===== config.mk =====
export PLATFORM = sky130hd
export DESIGN_NAME = fb_slave_rx_fsm_p
export DESIGN_NICKNAME = d
export VERILOG_FILES = /design/src/rtl/fb_slave_rx_fsm_p.sv
export SDC_FILE = /design/constraint.sdc
export NUM_CORES = 1
export LEC_CHECK = 0
export ABC_AREA = 1
export BUFFER_PORTS_ARGS = -buffer_cell sky130_fd_sc_hd__buf_4
export CAP_MARGIN = 15
export CORE_ASPECT_RATIO = 0.6
export CORE_MARGIN = 4
export CORE_UTILIZATION = 43
export CTS_CLUSTER_SIZE = 14
export DETAILED_ROUTE_END_ITERATION = 12
export HOLD_SLACK_MARGIN = 0.08
export PLACE_DENSITY = 0.7
export SLEW_MARGIN = 20
export SYNTH_ARGS = -nofsm -noshare
export SYNTH_HDL_FRONTEND = slang
export SYNTH_SLANG_ARGS = --single-unit

===== constraint.sdc =====
create_clock -name MRxClk -period 2.55 [get_ports MRxClk]
set_clock_uncertainty 0.2 [all_clocks]
set_input_delay 0.51 -clock MRxClk [delete_from_list [all_inputs] [get_ports MRxClk]]
set_output_delay 0.51 -clock MRxClk [all_outputs]
set_load 0.05 [all_outputs]

===== src/rtl/fb_slave_rx_fsm_p.sv =====
// rtl/fb_slave_rx_fsm_p.sv - FREEDM slave receive frame FSM tracking preamble, SoC and all frame fields
module fb_slave_rx_fsm_p #(
    parameter int SLOT_NIB    = 8,
    parameter int CRC_NIB     = 4,
    parameter int FRM_CRC_NIB = 8,
    parameter int ID_NIB      = 2,
    parameter int DIST_NIB    = 4,
    parameter int DELAY_NIB   = 2,
    parameter int MAX_SLAVES  = 16,
    parameter int SLV_W       = 4
) (
    input  logic             MRxClk,
    input  logic             Reset_n,
    input  logic             MRxDV,
    input  logic [3:0]       MRxD,
    input  logic [SLV_W-1:0] MySlaveId,
    input  logic [SLV_W:0]   NumSlaves,
    output logic [3:0]       State,
    output logic [2:0]       FrameType,
    output logic [SLV_W-1:0] SlotIdx,
    output logic [3:0]       NibCnt,
    output logic             OwnSlot,
    output logic             FrameDone,
    output logic             FrameErr
);

    typedef enum logic [3:0] {
        IDLE    = 4'd0,
        FFS     = 4'd1,
        PRE     = 4'd2,
        SLOT    = 4'd3,
        SCRC    = 4'd4,
        NUMB    = 4'd5,
        DIST    = 4'd6,
        DELAY   = 4'd7,
        DLYDIST = 4'd8,
        FRMCRC  = 4'd9
    } state_t;

    localparam logic [SLV_W:0] MaxSlaves = (SLV_W+1)'(MAX_SLAVES);
    localparam logic [3:0] SlotLast  = 4'(SLOT_NIB - 1);
    localparam logic [3:0] CrcLast   = 4'(CRC_NIB - 1);
    localparam logic [3:0] FrmLast   = 4'(FRM_CRC_NIB - 1);
    localparam logic [3:0] IdLast    = 4'(ID_NIB - 1);
    localparam logic [3:0] DistLast  = 4'(DIST_NIB - 1);
    localparam logic [3:0] DelayLast = 4'(DELAY_NIB - 1);

    state_t           curState, nextState;
    logic [2:0]       frameTypeN;
    logic [SLV_W-1:0] slotIdxN;
    logic [3:0]       nibCntN, lastNib;
    logic [SLV_W:0]   slotCount, slotCountN, satNum;
    logic             frameDoneN, frameErrN, fieldEnd, lastSlot;

    assign satNum   = (NumSlaves > MaxSlaves) ? MaxSlaves : NumSlaves;
    assign fieldEnd = (NibCnt == lastNib);
    assign lastSlot = (({1'b0, SlotIdx} + (SLV_W+1)'(1)) == slotCount);

    always_comb begin
        lastNib = 4'd0;
        case (curState)
            SLOT:    lastNib = SlotLast;
            SCRC:    lastNib = CrcLast;
            NUMB:    lastNib = IdLast;
            DIST:    lastNib = DistLast;
            DELAY:   lastNib = DelayLast;
            DLYDIST: lastNib = DistLast;
            FRMCRC:  lastNib = FrmLast;
            default: lastNib = 4'd0;
        endcase
    end

    always_comb begin
        nextState  = curState;
        frameTypeN = FrameType;
        slotIdxN   = SlotIdx;
        nibCntN    = NibCnt;
        slotCountN = slotCount;
        frameDoneN = 1'b0;
        frameErrN  = 1'b0;
        case (curState)
            IDLE: begin
                slotIdxN = '0;
                nibCntN  = '0;
                if (MRxDV) nextState = (MRxD == 4'h5) ? PRE : FFS;
            end
            FFS: begin
                nibCntN = '0;
                if (!MRxDV) nextState = IDLE;
                else if (MRxD == 4'h5) nextState = PRE;
            end
            PRE: begin
                nibCntN = '0;
                if (!MRxDV) begin
                    nextState = IDLE;
                end else begin
                    case (MRxD)
                        4'h5: nextState = PRE;
                        4'hD: begin
                            frameTypeN = 3'd1;
                            slotIdxN   = '0;
                            slotCountN = satNum;
                            nextState  = (satNum == '0) ? FRMCRC : SLOT;
                        end
                        4'h9: begin frameTypeN = 3'd2; nextState = NUMB;    end
                        4'hA: begin frameTypeN = 3'd3; nextState = DIST;    end
                        4'hB: begin frameTypeN = 3'd4; nextState = DELAY;   end
                        4'hC: begin frameTypeN = 3'd5; nextState = DLYDIST; end
                        default: begin
                            nextState = FFS;
                            frameErrN = 1'b1;
                        end
                    endcase
                end
            end
            SLOT, SCRC, NUMB, DIST, DELAY, DLYDIST, FRMCRC: begin
                if (!MRxDV) begin
                    // Premature loss of carrier inside a field discards the frame
                    nextState  = IDLE;
                    frameErrN  = 1'b1;
                    frameTypeN = 3'd0;
                    slotIdxN   = '0;
                    nibCntN    = '0;
                end else if (!fieldEnd) begin
                    nibCntN = NibCnt + 4'd1;
                end else begin
                    nibCntN = '0;
                    case (curState)
                        SLOT: nextState = SCRC;
                        SCRC: begin
                            if (lastSlot) begin
                                nextState = FRMCRC;
                            end else begin
                                slotIdxN  = SlotIdx + SLV_W'(1);
                                nextState = SLOT;
                            end
                        end
                        FRMCRC: begin
                            nextState  = IDLE;
                            frameDoneN = 1'b1;
                            slotIdxN   = '0;
                        end
                        default: nextState = FRMCRC;
                    endcase
                end
            end
            default: begin
                nextState = IDLE;
                slotIdxN  = '0;
                nibCntN   = '0;
            end
        endcase
    end

    always_ff @(posedge MRxClk or negedge Reset_n) begin
        if (!Reset_n) begin
            curState  <= IDLE;
            FrameType <= 3'd0;
            SlotIdx   <= '0;
            NibCnt    <= 4'd0;
            slotCount <= '0;
            FrameDone <= 1'b0;
            FrameErr  <= 1'b0;
        end else begin
            curState  <= nextState;
            FrameType <= frameTypeN;
            SlotIdx   <= slotIdxN;
            NibCnt    <= nibCntN;
            slotCount <= slotCountN;
            FrameDone <= frameDoneN;
            FrameErr  <= frameErrN;
        end
    end

    assign State   = curState;
    assign OwnSlot = (curState == SLOT) && (SlotIdx == MySlaveId) && MRxDV;

endmodule


Yosys cells after proc, flatten, opt, wreduce, memory -nomap -nowiden:

Cells that the tools add are included.

* bits in registers: 22
* input bits: 16
* output and inout port bits: 18
* word-level logic and storage cells: 89

* add/subtract/negate cells: 3
* $lt $le $gt $ge: 1
* equal/unequal tests: 27
* multiplexer cells: 36
* bitwise gates (word level): 1
* reductions and logical operators: 14

Operators by type and width (count)
* $mux W4: 16
* $eq A4 B4 Y1 const B: 7
* $pmux W4 S3: 2
* $pmux W4 S6: 1
* $eq A4 B3 Y1 const B: 5
* $pmux W4 S4: 1
* $pmux W3 S5: 1
* $pmux W3 S3: 1
* $add A4 B1 Y4 const B: 2
* $eq A4 B2 Y1 const B: 2
* $eq A4 B4 Y1: 2
* $ne A2 B2 Y1 const B: 4
* $ne A4 B4 Y1 const B: 2
* $pmux W4 S2: 1
* $mux W1: 7
* $reduce_or A7 Y1: 1
* $mux W3: 2
* $ne A3 B3 Y1 const B: 2
* $ne A6 B6 Y1 const B: 1
* $pmux W3 S2: 1
* $reduce_and A3 Y1: 2
* $reduce_and A6 Y1: 1
* $reduce_or A6 Y1: 1
* $add A4 B1 Y5 const B: 1
* 14 further kinds: 16

Longest topological paths before layout:

* depth in word-level cells: 7
* gate-level depth with buffers: 13
* gate-level depth less buffers: 13

Worst setup path before layout:

Ideal clock, no wire load.

* kind: register -> output
* start: reg curState[1], in the netlist State[1]
* end: out OwnSlot
* arrival time: 2.255 ns
* data required time: 1.840 ns
* setup slack: -0.415 ns
* cell stages (with the launch flop): 7
* path buffers: 0
* cells stage by stage: dfrtp_1 -> nand2_1 -> inv_1 -> nand2_1 -> nor2_1 -> nand3_1 -> nor3_1

* word-level cells in the longest chain between the ends: 3

RTL lines
* start: declaration: RTL line 48 `state_t curState, nextState;`
* start signal: assignment: RTL line 165 `curState <= nextState;`
* $eq A4 B2 Y1: RTL line 176 `assign OwnSlot = (curState == SLOT) && (SlotIdx == MySlaveId) && MRxDV;`
* $logic_and A1 B1 Y1 (2 in a row): RTL line 176
* end: declaration: RTL line 22 `output logic OwnSlot,`

No other way between the ends.

Final worst setup path:

Ends and elaborated chain as after synthesis.

==> results.py <==
metrics = {
    "timing": {
        "setup_tns_ps": 0,
        "slew_viol_final": 0,
        "hold_viol": 0,
        "finalCriticalPeriod_ps": 2350,
        "rsz0062_at_grt": "no",
        "worstMarginPinSlew_ps": 418,
        "setup_violations": 0,
        "fmax_mhz": 426,
        "fin_hold_ws_ps": 252,
        "relSlewSlack": 0.718,
        "final.period_utilization": 0.921,
        "setup_ws_ps": 202,
    },
    "worst_setup_path": {
        "worstSetupPathType": "reg -> out",
        "cp-start-kind": "flip-flop",
        "crit_path_end_kind": "primary output",
        "cp.arrival_ps": 1640,
        "crit_path_max_fanout": 8,
        "crit_required_ps": 1840,
    },
    "clock_tree": {
        "clk_pin_slew_ps": 90,
        "numCtsBuffers": 3,
        "cts_tree": "yes",
        "root_buffer": "clkbuf_8",
        "insertion_delay_ps": 270,
        "cts_sinks": 22,
        "ctsLongestPathBuffers": 2,
        "cts_max_level": 1,
    },
    "detailed_routing": {
        "ant_nets": 0,
        "drtIter0Drc": 131,
        "vias": 1541,
        "via_per_inst": 4.89,
        "route.detailed.drc": 0,
        "detail_route.wl_per_cell_um": 11.8,
        "routed_wl_um": 3700,
        "drt-pass1-iter-count": 5,
    },
    "final_layout": {
        "nNetsFinal": 289,
        "antenna_cells": 0,
        "final_util": 0.580,
        "final_cells": 315,
        "fill_cells": 329,
        "area_delta_synth_final_pct": 25.0,
        "drive_above_1_share": 0.185,
    },
    "global_route": {
        "grt.overflow.total": 0,
        "use_met3": 0.0451,
        "grtUsageTotal": 0.172,
        "use_met1": 0.255,
        "antenna_found_initial": 0,
        "grt_pass1_wl_um": 6310,
        "grtUsageMet2": 0.254,
        "grt_busiest_layer": "met1",
        "grt_pass1_vias": 1378,
        "grt_max_degree": 23,
    },
    "pwr": {
        "p_int_mw": 0.984,
        "switching_share": 0.486,
        "clockPowerShare": 0.172,
        "p_per_area_mw_per_mm2": 980,
        "leakage_nw": 1.06,
        "peakVddDrop_v": 0.000680,
        "p_switching_mw": 0.929,
        "pwr-share-comb": 0.561,
        "pwr-share-seq": 0.266,
    },
    "die": {
        "die_w_um": 85.8,
        "io_pins": 34,
        "die_h_um": 54.7,
        "row_count": 16,
        "initial_core_util": 0.464,
        "core_area_mm2": 0.00336,
        "die-area_mm2": 0.00469,
    },
    "logic_synthesis": {
        "avgSynthCellArea_um2": 6.67,
        "netlist_area_mm2": 0.00156,
        "syn-num-nets": 252,
        "syn_inst": 234,
        "ys_seq_area_frac": 0.353,
        "synthDistinctLibCells": 28,
        "synth-seq-cells": 22,
        "synth_warnings": 0,
    },
    "placement": {
        "io_buffers": 33,
        "hpwl_um": 2960,
        "gp_congestion": 0.824,
        "dp_worst_setup_slack_ps": 367,
        "dp.cells": 310,
    },
    "status": {
        "status": "completed",
    },
    "min_path": {
        "hold_path_class": "in -> reg",
    },
    "run": {
        "cap_violations": 0,
    },
}
-- repair_timing --
item / CTS / global route
setup buffers: 0 / 0
endpoints found under the hold margin: 22 / 0
gates resized for setup: 0 / 2
setup endpoints to repair: 0 / 1
hold buffers: 1 / 0
-- placed cells by master, fill, tap and decap left out --
cell type,synthesis,routed
clkbuf_8,0,3
clkinv_1,1,1
xnor2_1,4,4
nand3_2,1,1
o21ai_1,5,5
nor3b_1,1,1
a21oi_1,6,6
nand2_1,57,57
nor2_2,2,2
xor2_1,4,4
nor3_1,4,3
inv_2,1,1
o21bai_1,1,1
dlygate4sd3_1,0,1
o211ai_1,1,1
o21ai_0,12,12
nand4_1,9,9
nand2_2,1,1
nand3b_1,1,1
nor2_4,1,2
inv_1,39,39
dfrtp_1,22,22
nor3_2,1,2
buf_4,0,34
a31oi_1,1,1
nor2_1,28,27
bufinv_16,0,1
nand3_1,23,23
ha_1,2,2
nand2_4,3,3
-- per-layer routing --
metal,part of all wire,wire (µm)
met5,0,0
met4,0.0038,14
met3,0.068,252
met2,0.38,1400
met1,0.55,2040
-- cell usage after synthesis --
cell type  count  area (µm²)
nand2_1       57         214
inv_1         39         146
nor2_1        28         105
nand3_1       23         115
dfrtp_1       22         551
o21ai_0       12        60.1
nand4_1        9        56.3
a21oi_1        6        30.0
o21ai_1        5        25.0
nor3_1         4        20.0
xnor2_1        4        35.0
xor2_1         4        35.0
nand2_4        3        33.8
buf_2          2        10.0
ha_1           2        25.0
nor2_2         2        12.5
a31oi_1        1        6.26
clkbuf_2       1        5.00
clkinv_1       1        3.75
inv_2          1        3.75
nand2_2        1        6.26
nand3_2        1        10.0
nand3b_1       1        7.51
nor2_4         1        11.3
nor3_2         1        10.0
nor3b_1        1        7.51
o211ai_1       1        7.51
o21bai_1       1        7.51
-- power groups by stage --
stage | combinational, mW | sequential [mW] | clock (mW)
detailed placement | 1.06 | 0.511 | 0
finish | 1.07 | 0.509 | 0.329
CTS | 1.07 | 0.505 | 0.335
global route | 1.20 | 0.522 | 0.350
global placement | 1.06 | 0.513 | 0
floorplan | 0.601 | 0.705 | 0
-- stage by stage --
stage / instance area, µm² / power [mW]
floorplan: 1570 / 1.31
global placement: 1860 / 1.57
detailed placement: 1860 / 1.57
CTS: 1940 / 1.91
global route: 1950 / 2.07
finish: 1950 / 1.91
-- critical path: stages, from the launching register on --
cell and delay [ps]:
dfrtp_1 480, nand2_1 120, inv_1 60, nand2_1 110, nor2_2 160, nand3_1 100
nor3_2 110, buf_4 220
-- state kept, by name, indices dropped and copies added, names as in the netlist --
register and count:
State 4, FrameDone 1, SlotIdx 4, FrameErr 1
FrameType 3, slotCount 5, NibCnt 4
-- path summary, 6_finish.rpt --
check	start	to	slack, ps	depth (start not counted)
max	State[1]	OwnSlot	200	7
min	NumSlaves[2]	slotCount[2]	250	3
max reg2reg	State[3]	SlotIdx[2]	510	12
min reg2reg	slotCount[1]	slotCount[1]	340	2
max in group asynchronous	Reset_n	NibCnt[0]	1460	2
min in group asynchronous	Reset_n	slotCount[3]	460	2
-- area by class of cell --
cell class,count,area [µm²],area share
inverters,41,154,0.0789
multi-input cells,168,853,0.437
flip-flops and latches,22,551,0.282
well taps,45,56.3,0.0289
repair buffers,35,265,0.136
clock buffers,3,41.3,0.0212
clock inverters,1,30.0,0.0154
-- cell families after synthesis --
group / count (synthesis) / synth area share
DFF: 22 / 0.353
adders and majority gates: 2 / 0.0160
and+or+nand+nor: 132 / 0.391
AOI/OAI and AO/OA: 26 / 0.0874
xor gates and xnor gates: 8 / 0.0449
buffers and inverters: 44 / 0.108
Power figures use the tool's default switching activity.
